<file path="config.mk">
export PLATFORM = sky130hd
export DESIGN_NAME = fp_mul_seq
export DESIGN_NICKNAME = d
export VERILOG_FILES = /design/src/rtl/fp_mul_pkg.sv /design/src/rtl/mant_mul_seq.sv /design/src/rtl/fp_mul_seq.sv
export SDC_FILE = /design/constraint.sdc
export NUM_CORES = 1
export LEC_CHECK = 0
export CAP_MARGIN = 20
export CELL_PAD_IN_SITES_DETAIL_PLACEMENT = 1
export CELL_PAD_IN_SITES_GLOBAL_PLACEMENT = 2
export CORE_ASPECT_RATIO = 0.6
export CORE_UTILIZATION = 35
export CTS_BUF_LIST = sky130_fd_sc_hd__clkbuf_8
export DETAILED_ROUTE_END_ITERATION = 7
export GPL_TIMING_DRIVEN = 0
export PLACE_DENSITY = 0.86
export SYNTH_ARGS = -nofsm -noshare
export SYNTH_HDL_FRONTEND = slang
export SYNTH_SLANG_ARGS = --single-unit
</file>
<file path="constraint.sdc">
create_clock -name clk -period 2.2 [get_ports clk]
set_input_delay 0.44 -clock clk [delete_from_list [all_inputs] [get_ports clk]]
set_output_delay 0.44 -clock clk [all_outputs]
set_load 0.05 [all_outputs]
</file>
<file path="src/rtl/fp_mul_pkg.sv">
// Shared types and constants for the sequential minifloat multiplier.
package fp_mul_pkg;

  typedef enum logic [2:0] {
    IDLE,
    UNPACK,
    MUL,
    NORM,
    ROUND,
    DONE
  } state_t;

  localparam logic RND_TRUNC = 1'b0;
  localparam logic RND_RNE   = 1'b1;

  function automatic int fp_bias(input int exp_w);
    return (1 << (exp_w - 1)) - 1;
  endfunction

endpackage

</file>
<file path="src/rtl/mant_mul_seq.sv">
// Shift-add unsigned multiplier: one multiplier bit per cycle, N cycles after start.
module mant_mul_seq #(
  parameter int N = 5
) (
  input  logic           clk,
  input  logic           rst_n,
  input  logic           start,
  input  logic [N-1:0]   a,
  input  logic [N-1:0]   b,
  output logic           busy,
  output logic           done,
  output logic [2*N-1:0] prod
);

  localparam int CW = $clog2(N + 1);

  logic [2*N-1:0] acc_q;
  logic [2*N-1:0] mcand_q;
  logic [N-1:0]   mplier_q;
  logic [CW-1:0]  cnt_q;
  logic           busy_q;

  // NOTE: every register here is a few flops, so all of them take the async
  // reset; sequential state is written only with non-blocking assignments.
  always_ff @(posedge clk or negedge rst_n) begin
    if (!rst_n) begin
      acc_q    <= '0;
      mcand_q  <= '0;
      mplier_q <= '0;
      cnt_q    <= '0;
      busy_q   <= 1'b0;
    end else if (start) begin
      acc_q    <= '0;
      mcand_q  <= {{N{1'b0}}, a};
      mplier_q <= b;
      cnt_q    <= '0;
      busy_q   <= 1'b1;
    end else if (busy_q) begin
      if (mplier_q[0]) acc_q <= acc_q + mcand_q;
      mcand_q  <= mcand_q << 1;
      mplier_q <= mplier_q >> 1;
      cnt_q    <= cnt_q + CW'(1);
      if (done) busy_q <= 1'b0;
    end
  end

  // done marks the cycle performing the final step; prod is complete after it.
  assign done = busy_q && (cnt_q == CW'(N - 1));
  assign busy = busy_q;
  assign prod = acc_q;

endmodule

</file>
<file path="src/rtl/fp_mul_seq.sv">
// Multicycle minifloat multiplier with valid/ready handshakes, truncate/RNE
// rounding, overflow saturation and underflow flush.
module fp_mul_seq
  import fp_mul_pkg::*;
#(
  parameter  int EXP_W  = 3,
  parameter  int FRAC_W = 4,
  localparam int W      = 1 + EXP_W + FRAC_W
) (
  input  logic         clk,
  input  logic         rst_n,
  input  logic         in_valid,
  output logic         in_ready,
  input  logic [W-1:0] op1,
  input  logic [W-1:0] op2,
  input  logic         rnd_mode,
  output logic         out_valid,
  input  logic         out_ready,
  output logic [W-1:0] res,
  output logic         ovf,
  output logic         unf
);

  localparam int M       = FRAC_W + 1;
  localparam int P       = 2 * M;
  localparam int EW      = EXP_W + 2;
  localparam int EXP_MAX = (1 << EXP_W) - 1;
  localparam logic [EW-1:0] BIAS = EW'(fp_bias(EXP_W));

  state_t state_q, state_d;

  logic [W-1:0]  a_q, b_q;
  logic          rnd_q;
  logic          sign_q, zero_q;
  logic [EW-1:0] exp_q;
  logic [P-1:0]  mant_q;

  logic          mul_start, mul_busy, mul_done;
  logic [P-1:0]  prod;

  logic [EXP_W-1:0]  ea, eb;
  logic [FRAC_W-1:0] frac_t, frac_r;
  logic [FRAC_W:0]   frac_sum;
  logic              guard, sticky, inc;
  logic [EW-1:0]     exp_r;
  logic [W-1:0]      res_d;
  logic              ovf_d, unf_d;

  assign ea = a_q[W-2 -: EXP_W];
  assign eb = b_q[W-2 -: EXP_W];

  mant_mul_seq #(.N(M)) u_mant_mul (
    .clk   (clk),
    .rst_n (rst_n),
    .start (mul_start),
    .a     ({1'b1, a_q[FRAC_W-1:0]}),
    .b     ({1'b1, b_q[FRAC_W-1:0]}),
    .busy  (mul_busy),
    .done  (mul_done),
    .prod  (prod)
  );

  always_ff @(posedge clk or negedge rst_n) begin
    if (!rst_n) state_q <= IDLE;
    else        state_q <= state_d;
  end

  // NOTE: default assignment first so no path through the case infers a latch.
  always_comb begin
    state_d = state_q;
    unique case (state_q)
      IDLE:    if (in_valid) state_d = UNPACK;
      UNPACK:  state_d = MUL;
      MUL:     if (mul_done) state_d = NORM;
      NORM:    state_d = ROUND;
      ROUND:   state_d = DONE;
      DONE:    if (out_ready) state_d = IDLE;
      default: state_d = IDLE;
    endcase
  end

  always_comb begin
    in_ready  = (state_q == IDLE) && !mul_busy;
    out_valid = (state_q == DONE);
    mul_start = (state_q == UNPACK);
  end

  // Rounding and classification of the normalised mantissa (leading 1 at MSB).
  always_comb begin
    frac_t   = mant_q[P-2 -: FRAC_W];
    guard    = mant_q[P-2-FRAC_W];
    sticky   = |mant_q[P-3-FRAC_W:0];
    inc      = (rnd_q == RND_RNE) && guard && (sticky || frac_t[0]);
    frac_sum = {1'b0, frac_t} + M'(inc);
    frac_r   = frac_sum[FRAC_W-1:0];
    exp_r    = exp_q + EW'(frac_sum[FRAC_W]);
    res_d    = {sign_q, exp_r[EXP_W-1:0], frac_r};
    ovf_d    = 1'b0;
    unf_d    = 1'b0;
    if (zero_q) begin
      res_d = {sign_q, {(W-1){1'b0}}};
    end else if ($signed(exp_r) > EXP_MAX) begin
      res_d = {sign_q, {(W-1){1'b1}}};
      ovf_d = 1'b1;
    end else if ($signed(exp_r) < 1) begin
      res_d = {sign_q, {(W-1){1'b0}}};
      unf_d = 1'b1;
    end
  end

  always_ff @(posedge clk or negedge rst_n) begin
    if (!rst_n) begin
      a_q    <= '0;
      b_q    <= '0;
      rnd_q  <= RND_TRUNC;
      sign_q <= 1'b0;
      zero_q <= 1'b0;
      exp_q  <= '0;
      mant_q <= '0;
      res    <= '0;
      ovf    <= 1'b0;
      unf    <= 1'b0;
    end else begin
      unique case (state_q)
        IDLE: if (in_valid) begin
          a_q   <= op1;
          b_q   <= op2;
          rnd_q <= rnd_mode;
        end
        UNPACK: begin
          sign_q <= a_q[W-1] ^ b_q[W-1];
          exp_q  <= EW'(ea) + EW'(eb) - BIAS;
          zero_q <= (ea == '0) || (eb == '0);
        end
        // Product of two [1,2) mantissas lies in [1,4): at most one shift.
        NORM: begin
          if (prod[P-1]) begin
            mant_q <= prod;
            exp_q  <= exp_q + EW'(1);
          end else begin
            mant_q <= prod << 1;
          end
        end
        ROUND: begin
          res <= res_d;
          ovf <= ovf_d;
          unf <= unf_d;
        end
        default: ;
      endcase
    end
  end

endmodule

</file>
======== Word-level counts from Yosys, hierarchy flattened ========
Cells that the tools add are included.
operators by class
  add/sub/neg operators ................... 7
  magnitude comparators ................... 2
  equal/unequal tests ..................... 10
  mux-type cells .......................... 27
  bitwise logic cells ..................... 1
  reduce and logical (&&, ||, !) cells .... 18
operator list
  cell                                                        number
  2-to-1 mux 10 bit                                           5
  2-to-1 mux 7 bit                                            3
  case mux 3 bit (6 select lines)                             1
  2-to-1 mux 3 bit                                            5
  2-to-1 mux 5 bit                                            3
  adder 10 bit                                                1
  case mux 5 bit (2 select lines)                             1
  == test 3 bit, second input constant                        3
  logical NOT 3 bit                                           3
  2-to-1 mux 9 bit                                            1
  2-to-1 mux 1 bit                                            8
  == test 3 x 2 -> 1 bit, second input constant               2
  AND reduction 2 bit                                         3
  nonzero test 2 bit                                          3
  adder 4 x 1 -> 5 bit                                        1
  adder 5 x 1 -> 5 bit                                        1
  adder 5 x 1 -> 5 bit, second input constant                 1
  > comparator 5 x 4 -> 1 bit, second input constant          1
  less-than comparator 5 x 2 -> 1 bit, second input constant  1
  subtractor 4 x 2 -> 5 bit, second input constant            1
  adder 3 x 3 -> 4 bit                                        1
  logical AND 1 bit                                           4
  != test 2 x 1 -> 1 bit, second input constant               2
  != test 2 bit, second input constant                        2
  other kinds (7)                                             8
word-level totals
  register bits ........................... 75
  bits of input ports ..................... 21

======== Logic depth before layout (Yosys ltp) ========
  word-level depth ........................ 9
  gate-level depth with buffers ........... 12
  depth with buffers taken out ............ 11

======== By module ========
From an unflattened synthesis, not the netlist that was laid out.
unflattened totals
  cells, all modules ...................... 393
  area total of the unflattened synthesis .. 4,042.6 um^2
modules (own cells, without submodules)
  module        instances  cells an instance  area each (um^2)
  fp_mul_seq    1          218                2,311.0
  mant_mul_seq  1          175                1,731.7

======== Worst setup path before layout ========
Ideal clock, no wire load.
  path type ............................... reg2out
  from .................................... register u_mant_mul.busy_q, in the netlist u_mant_mul.busy
  to ...................................... output port in_ready
  data arrival time ....................... 2.119 ns
  data required time ...................... 1.760 ns
  slack ................................... -0.359 ns
  cell stages (with the launch flop) ...... 3
  buffers on the path ..................... 1
  cells stage by stage .................... dfrtp_1 > buf_1 > nor4_1
on the way
  cells in the longest elaborated chain, start to end .. 2
RTL lines
  element                 RTL line            RTL
  from (decl)             mant_mul_seq.sv:21  logic busy_q;
  from (signal assigned)  mant_mul_seq.sv:31  busy_q <= 1'b0;
  from (signal assigned)  mant_mul_seq.sv:37  busy_q <= 1'b1;
  from (signal assigned)  mant_mul_seq.sv:43  if (done) busy_q <= 1'b0;
  logical NOT 1 bit       fp_mul_seq.sv:83    in_ready = (state_q == IDLE) && !mul_busy;
  logical AND 1 bit       fp_mul_seq.sv:83
  to (decl)               fp_mul_seq.sv:13    output logic in_ready,
Every way passes these cells.

======== Worst setup path in the final report ========
  from .................................... register mant_q[4]
  to ...................................... register res[4]
on the way
  cells in the longest elaborated chain, start to end .. 8
RTL lines
  element                              RTL line           RTL
  from (decl)                          fp_mul_seq.sv:36   logic [P-1:0] mant_q;
  from (signal assigned)               fp_mul_seq.sv:138  mant_q <= prod;
  from (signal assigned)               fp_mul_seq.sv:141  mant_q <= prod << 1;
  logical AND 1 bit (*) (2 in a row)   fp_mul_seq.sv:93   inc = (rnd_q == RND_RNE) && guard && (sticky || frac_t[0]);
  adder 4 x 1 -> 5 bit (*)             fp_mul_seq.sv:94   frac_sum = {1'b0, frac_t} + M'(inc);
  adder 5 x 1 -> 5 bit (*)             fp_mul_seq.sv:96   exp_r = exp_q + EW'(frac_sum[FRAC_W]);
  less-than comparator 5 x 2 -> 1 bit  fp_mul_seq.sv:105  end else if ($signed(exp_r) < 1) begin
  2-to-1 mux 7 bit                     fp_mul_seq.sv:105
  2-to-1 mux 7 bit (*)                 fp_mul_seq.sv:102  end else if ($signed(exp_r) > EXP_MAX) begin
  2-to-1 mux 7 bit (*)                 fp_mul_seq.sv:100  if (zero_q) begin
  to (signal assigned)                 fp_mul_seq.sv:145  res <= res_d;
  to (decl)                            fp_mul_seq.sv:19   output logic [W-1:0] res,
Mark *: on every way between the ends. The rest lies on a longest branch, timed or not.
A chain may end at the register's enable or synchronous reset.

==> out/metrics.yaml <==
floorplan:
  initial_core_util: 0.3636
  die-area_um2: 11560
  core_um2: 10700
  io_pins: 33
  die_h_um: 83.69
  rows: 29
  die_x_um: 138.1
outcome:
  status: "complete, but fails checks"
  violations: "design-rule violations, negative setup slack"
place:
  place_inst: 564
  numPortBuffers: 32
  dp_hpwl_mm: 7.085
  pre_cts_ws_ns: -0.2592
  routabilityCongestion: 0.7891
global_routing:
  grt_pass1_vias: 3164
  grt_max_degree: 65
  grt_overflow_total: 0
  grt_pass1_wl_mm: 16.40
  antenna_found_initial: 0
  grt_usage: 0.1827
cells_and_area:
  synthToLayoutAreaGrowth_pct: 25.72
  final_util: 0.4572
  fin_cells: 593
  fin_nets: 492
  final_common_cell: "dfrtp_1"
  layout_common_cells: "dfrtp_1, nand2_1, clkdlybuf4s50_1"
  drive_above_1_share: 0.1938
  n_antenna_cell: 0
  nFillCells: 1192
yosys:
  synthCells: 392
  avgSynthCellArea_um2: 9.930
  synth_fp_nets: 435
  ys.flop_type: "dfrtp_1"
  netlist_area_um2: 3892
  ys_warn_count: 0
  synth_cell_types: 44
  synth_edf_count: 0
  ys_ff_latch: 75
  ys_seq_area_frac: 0.4822
  ys_async_sr_fraction: 1.000
timing:
  fmax_mhz: 429.9
  max-slew-margin-rel: 0.5135
  skew_ns: 0.01139
  fin_crit_sh: 1.057
  slew_viol_final: 0
  worstMarginPinSlew_ns: 0.7297
  timing.hold.ws_ns: 0.4694
  fin_ws_ns: -0.1260
  finalSetupViolations: 8
  hold_viol_final: 0
  min_period_ns: 2.326
  rsz0062_at_grt: "yes"
setup_path:
  criticalPathCategory: "flop to flop"
  cp-end-kind: "flop"
  critPathLaunchType: "flop"
  cp_common_cell: "ha_4"
  critPathMaxFanout: 7
  critPathMaxStageDelay_ns: 0.40
  critical_path_required_ns: 2.45
  crit_arrival_ns: 2.57
  critPathBufInv: 1
  path_cells: "and3_4, ha_4, and3_4, ha_4, ha_4, nor2_4, o22ai_2, a22oi_2, nor3_4, buf_12, a22oi_1, nand2_1"
  critPathSlowestCell: "dfrtp_1"
  cp_top_family: "simple AND/OR/NAND/NOR gates"
power_and_ir_drop:
  power_density_nw_per_um2: 1459
  total_power_mw: 7.142
  p_leak_nw: 2.240
  ir_drop_v: 0.0005416
clocking:
  htree_num_levels: 3
  cts_tree: "yes"
  clock_latency_ns: 0.36
  cts_buffers: 9
  cts.path.max_buffers: 2
  cts_root_buf: "clkbuf_8"
  path_clk_slew_ns: 0.08
  cts_sinks: 75
job:
  drv_cap: 0
hold_path:
  hold_class: "input port to async pin"
detailed_routing:
  drc: 4
  drtIter0Drc: 109
  dr_total_vias: 3065
  wl_per_cell_um: 16.61
  routed_via_density: 5.169
  drt-total-wl_mm: 9.847
  drt-pass1-iter-count: 6
  ant_nets: 0
[final timing paths]
check,startpoint,endpoint,slack (ns),cells after the start
max in group asynchronous,rst_n,state_q[2]$_DFFE_PN0P_,1.15,3
min in group clk,b_q[2]$_DFFE_PN0P_,u_mant_mul.mplier_q[2]$_DFFE_PN0P_,0.48,2
max reg2reg,mant_q[4]$_DFFE_PN0P_,res[4]$_DFFE_PN0P_,-0.13,12
max,mant_q[4]$_DFFE_PN0P_,res[4]$_DFFE_PN0P_,-0.13,12
min,rst_n,res[1]$_DFFE_PN0P_,0.47,2
min reg2reg,b_q[2]$_DFFE_PN0P_,u_mant_mul.mplier_q[2]$_DFFE_PN0P_,0.48,2
[final cells by class]
cell class,instances,area (µm²),share of cell area
Multi-Input combinational cell,280,2044,0.4178
Sequential cell,75,1878,0.3838
Timing Repair Buffer,48,473.0,0.09665
Tap cell,139,173.9,0.03554
Clock buffer,9,123.9,0.02531
Buffer,19,87.58,0.01790
Inverter,16,60.06,0.01227
Clock inverter,7,52.55,0.01074
[cell families (layout without fill, tap and decap cells)]
| group | count (synthesis) | count (layout) | share of synthesized area |
|---|---|---|---|
| DFF | 75 | 75 | 0.4822 |
| muxes | 38 | 38 | 0.1022 |
| and+or+nand+nor | 129 | 129 | 0.1540 |
| xor gates and xnor gates | 12 | 12 | 0.02700 |
| buffers and inverters | 37 | 99 | 0.04018 |
| AOI/OAI and AO/OA | 79 | 79 | 0.1199 |
| adders and majority gates | 22 | 22 | 0.07457 |
[cell usage after synthesis (7+ instances only)]
cell      n  area share
ha_1     20       0.064
nor2_1   25       0.024
a22oi_1   7       0.014
dfrtp_1  75        0.48
inv_1    15       0.014
mux2_1    8       0.023
buf_2    14       0.018
o22ai_1   7       0.011
nor3_1    7      0.0090
o21ai_1  13       0.017
nand3_1  11       0.014
a21oi_1  17       0.022
mux2i_1  24       0.062
nand2_1  58       0.056
and3_1    7       0.011
o21ai_0  21       0.027
[worst reg2reg max path: stages, from the launching register on]
cell     delay, ns
dfrtp_1       0.40
and3_4        0.20
ha_4          0.16
and3_4        0.18
ha_4          0.16
ha_4          0.24
nor2_4        0.11
o22ai_2       0.08
a22oi_2       0.27
nor3_4        0.08
buf_12        0.14
a22oi_1       0.13
nand2_1       0.07
[metrics by stage]
step	area, µm²	TNS [ns]
2_1_floorplan	3921	0
3_3_place_gp	4415	-156.10
3_5_place_dp	4441	-1.896
4_1_cts	4756	-0.4732
5_1_grt	4893	-1.746
6_report	4893	-0.7828
[flip-flops by register name, indices dropped and copies added, names as in the netlist, 3 cells and up]
register and cells:
a_q 8, u_mant_mul.mplier_q 5, u_mant_mul.prod 10, u_mant_mul.mcand_q 10, u_mant_mul.cnt_q 3, exp_q 5, mant_q 9, res 8
state_q 3, b_q 8
[layer usage]
metal,global-route usage,up-vias,wire (µm)
li1,-,1483,-
met1,0.2533,1533,5057
met2,0.2862,43,4315
met3,0.04705,6,387
met4,0.04290,0,87
met5,0,-,0
[power breakdown]
group / switching [mW] / internal (mW)
sequential: 0.540 / 1.99
clock: 0.557 / 0.414
combinational: 2.09 / 1.55
total: 3.19 / 3.95
[repair_timing]
action,CTS,global route
gates resized for setup,21,18
setup buffers,6,9
pin swaps,11,13
hold endpoints to repair,11,0
hold buffers,1,0
setup endpoints to repair,12,12
Power figures use the tool's default switching activity.
